File: config.mk
export PLATFORM = sky130hd
export DESIGN_NAME = sp_bram_arb2
export DESIGN_NICKNAME = d
export VERILOG_FILES = /design/src/rtl/sp_bram_arb2.sv
export SDC_FILE = /design/constraint.sdc
export NUM_CORES = 1
export LEC_CHECK = 0
export BUFFER_PORTS_ARGS = -buffer_cell sky130_fd_sc_hd__buf_2
export CORE_ASPECT_RATIO = 0.8
export CORE_UTILIZATION = 33
export CTS_CLUSTER_SIZE = 28
export DETAILED_ROUTE_END_ITERATION = 7
export HOLD_SLACK_MARGIN = 0.02
export PLACE_DENSITY = 0.89
export SLEW_MARGIN = 20
export SYNTH_ARGS = -nofsm -noshare
export SYNTH_HDL_FRONTEND = slang
export SYNTH_SLANG_ARGS = --single-unit
export TNS_END_PERCENT = 30
File: constraint.sdc
create_clock -name clk -period 1.85 [get_ports clk]
set_input_delay 0.555 -clock clk [delete_from_list [all_inputs] [get_ports clk]]
set_output_delay 0.555 -clock clk [all_outputs]
set_load 0.02 [all_outputs]
File: src/rtl/sp_bram_arb2.sv
// sp_bram_arb2: two-requester arbiter in front of a single-port no-change block RAM
module sp_bram_arb2 #(
    parameter int G_ADDR  = 6,
    parameter int G_WIDTH = 16,
    parameter bit G_RR    = 1'b1
) (
    input  logic               clk,
    input  logic               rst_n,
    input  logic               req_a,
    input  logic               we_a,
    input  logic [G_ADDR-1:0]  addr_a,
    input  logic [G_WIDTH-1:0] wdata_a,
    output logic               gnt_a,
    output logic               rvalid_a,
    output logic [G_WIDTH-1:0] rdata_a,
    input  logic               req_b,
    input  logic               we_b,
    input  logic [G_ADDR-1:0]  addr_b,
    input  logic [G_WIDTH-1:0] wdata_b,
    output logic               gnt_b,
    output logic               rvalid_b,
    output logic [G_WIDTH-1:0] rdata_b,
    output logic               mem_we,
    output logic [G_ADDR-1:0]  mem_addr,
    output logic [G_WIDTH-1:0] mem_din,
    input  logic [G_WIDTH-1:0] mem_dout
);
    logic last_b;
    // A takes contention under fixed priority or when B was served last; granted port drives the RAM
    always_comb begin
        gnt_a    = rst_n && req_a && (!req_b || !G_RR || last_b);
        gnt_b    = rst_n && req_b && !gnt_a;
        mem_we   = gnt_a ? we_a : gnt_b ? we_b : 1'b0;
        mem_addr = gnt_a ? addr_a : gnt_b ? addr_b : '0;
        mem_din  = gnt_a ? wdata_a : gnt_b ? wdata_b : '0;
    end
    // remember the last winner and tag accepted reads for the cycle their data appears
    always_ff @(posedge clk or negedge rst_n) begin
        if (!rst_n) begin
            last_b   <= 1'b1;
            rvalid_a <= 1'b0;
            rvalid_b <= 1'b0;
        end else begin
            if (gnt_a || gnt_b) last_b <= gnt_b;
            rvalid_a <= gnt_a && !we_a;
            rvalid_b <= gnt_b && !we_b;
        end
    end
    assign rdata_a = mem_dout;
    assign rdata_b = mem_dout;
endmodule

==> flow_metrics.tcl <==
set metrics [dict create \
    grt_pass1_wl_um 3995 \
    synth_seq_cells 3 \
    cp-end-kind "output port" \
    yosys.area.top_type "o32ai_2" \
    postLayoutCellArea_um2 1684 \
    grt_pass1_vias 881 \
    fill_cells 256 \
    pwr_density_cell_nw_per_um2 490.6 \
    synth_fp_nets 193 \
    max_freq_mhz 504.8 \
    cts.sinks 3 \
    fp.dieH_um 51.14 \
    setup_viol 24 \
    synth_top_area_share_pct 29.40 \
    cap_violations 0 \
    syn_area_um2 996.0 \
    gp_congestion 0.6982 \
    detailed_place_hpwl_um 1831 \
    crit_arrival_ns 1.43 \
    cts_tree "yes" \
    vias 1076 \
    synthMuxAreaShare_pct 0 \
    cts_buffers 3 \
    finClkSkew_ns 0.001554 \
    hold_slack_ns 0.3399 \
    grt_use_total_pct 15.72 \
    num_rows 17 \
    synthToLayoutAreaGrowth_pct 69.10 \
    grt.overflow.total 0 \
    htree_levels 1 \
    drtIter0Drc 27 \
    max_slew.worst_pin.slew_ns 0.2460 \
    clock-root-buffer "clkbuf_8" \
    slowest_stage "o32ai_4" \
    peakVddDrop_uv 317.6 \
    first_pass_iters 4 \
    synth_compound_area_share_pct 35.80 \
    path_class "primary input to output port" \
    layout_setup_ws_ns -0.1311 \
    ys_top_cells_by_area "o32ai_2 29%, buf_4 26%, nand2_1 18%" \
    io_buffers 76 \
    drv_slew 0 \
    grt_max_degree 28 \
    clk_latency_ns 0.21 \
    avgRoutedWirePerCell_um 15.14 \
    antenna_found_initial 0 \
    die_area_um2 3243 \
    fin_crit_ns 1.981 \
    post_cts_buffers 0 \
    initial_core_util_pct 35.47 \
    startpoint_type "primary input" \
    slew_headroom_pct 83.57 \
    grt_setup_unrepaired "yes" \
    synth-simple-area-share_pct 20.35 \
    pin_count 125 \
    diodes 0 \
    place_area_um2 1256 \
    power_leakage_nw 0.7694 \
    path_max_fanout 13 \
    cts_buffer_depth 2 \
    core_um2 2808 \
    ant_nets 0 \
    synthDistinctLibCells 17 \
    die_w_um 63.42 \
    avgSynthCellArea_um2 7.842 \
    clk_pin_slew_ns 0.03 \
    status "finished with violations" \
    drc 0 \
    cp.required_ns 1.29 \
    wl_um 3286 \
    rr_worst_depth 3 \
    synthAdderAreaFrac_pct 0 \
    timing.final.crit_share_pct 107.1 \
    vias_per_cell 4.959 \
    violations "setup timing" \
    path_cells "buf_2 > inv_1 > buf_12 > o32ai_4 > buf_6" \
    hold_viol 0 \
    netlist_instances 127 \
    cpPeakStageDelay_ns 0.29 \
    drive_gt1_share_pct 68.72 \
    synth_xor_area_share_pct 0 \
    seq_area_frac_synth_pct 7.663 \
    ys_warn_count 0 \
    min_path_type "primary input to asynchronous set/reset pin" \
    nets 246 \
    synth_top_family_by_area "buffers and inverters" \
]
-- per-stage QoR --
step	TNS, ns	total power, mW	setup slack (ns)	std cells	util (%)
after floorplan	-2.037	0.4459	-0.1409	127	-
after global placement	-2.773	0.4641	-0.1385	206	44.74
after detailed placement	-3.273	0.4703	-0.1893	206	44.74
after CTS	-3.046	0.7211	-0.1547	211	50.36
after global routing	-3.593	0.8731	-0.1704	217	59.98
final	-2.690	0.8263	-0.1311	217	59.98
-- worst paths after layout --
kind / from / end / slack [ns]
min in group clk: we_b / rvalid_b / 0.51
worst min-delay path: rst_n / rvalid_a / 0.34
worst max-delay path: req_a / mem_din[0] / -0.13
max in group asynchronous: rst_n / last_b / 1.31
worst min register to register: last_b / last_b / 0.62
worst max register to register: last_b / last_b / 0.73
-- per-layer routing --
layer	part of all wire, %	global-route usage (%)
met5	0	0
met4	1.5	6.818
met2	52	30.32
met1	40	16.18
met3	6.1	3.795
-- area by class of cell --
type | count | area, um2 | share of cell area (%)
timing repair buffer | 93 | 798.3 | 47.40
sequential | 3 | 76.32 | 4.532
tap | 38 | 47.55 | 2.823
multi-input combinational | 77 | 709.4 | 42.12
inverter | 2 | 7.507 | 0.4458
clock buffer | 4 | 45.04 | 2.675
-- cell families after synthesis --
| group | after synthesis |
|---|---|
| flops | 3 |
| compound gates | 25 |
| buf+inv | 47 |
| simple gates | 52 |
-- flip-flops by register name, summed over array words and instances, names as in the netlist --
register / cells
rvalid_b: 1
rvalid_a: 1
last_b: 1
-- placed cells by master, fill, tap and decap left out --
cell       netlist  layout
nor3_1           2       2
dfrtp_1          2       2
dfstp_2          1       1
clkbuf_1         1       1
buf_2            5      52
buf_4           34      18
a21bo_4          0       1
buf_6            3      10
inv_1            2       2
buf_12           1       7
nor2b_4          0       1
o32ai_2         18      14
clkbuf_16        0       6
clkbuf_8         0       3
a22o_2           1       1
nand2_1         47      47
nor2_1           2       2
o32ai_4          0       9
-- power breakdown --
group          switching, mW  internal (mW)
clock network         0.0414          0.147
registers            0.00756         0.0757
logic                  0.270          0.285
-- repair_timing --
item                                    4_1_cts  5_1_grt
gates resized for setup                      26       25
cloned                                        1        6
hold buffers                                  0        0
pin swaps                                     7       15
endpoints found under the setup margin       24       25
-- critical path, delay by kind of cell --
kind | cells | cell delay, ns
AOI/OAI and AO/OA | 1 | 0.29
buffers and inverters | 4 | 0.57
-- cell usage after synthesis --
cell type,n
a22o_2,1
o32ai_2,18
buf_2,5
nand2_1,47
dfstp_2,1
buf_12,1
o32ai_1,5
nor2_1,2
buf_6,3
nor3_1,2
dfrtp_1,2
inv_1,2
buf_8,1
a21bo_1,1
nor2b_2,1
buf_4,34
clkbuf_1,1
Note: power is estimated with default switching activity, not from simulation.
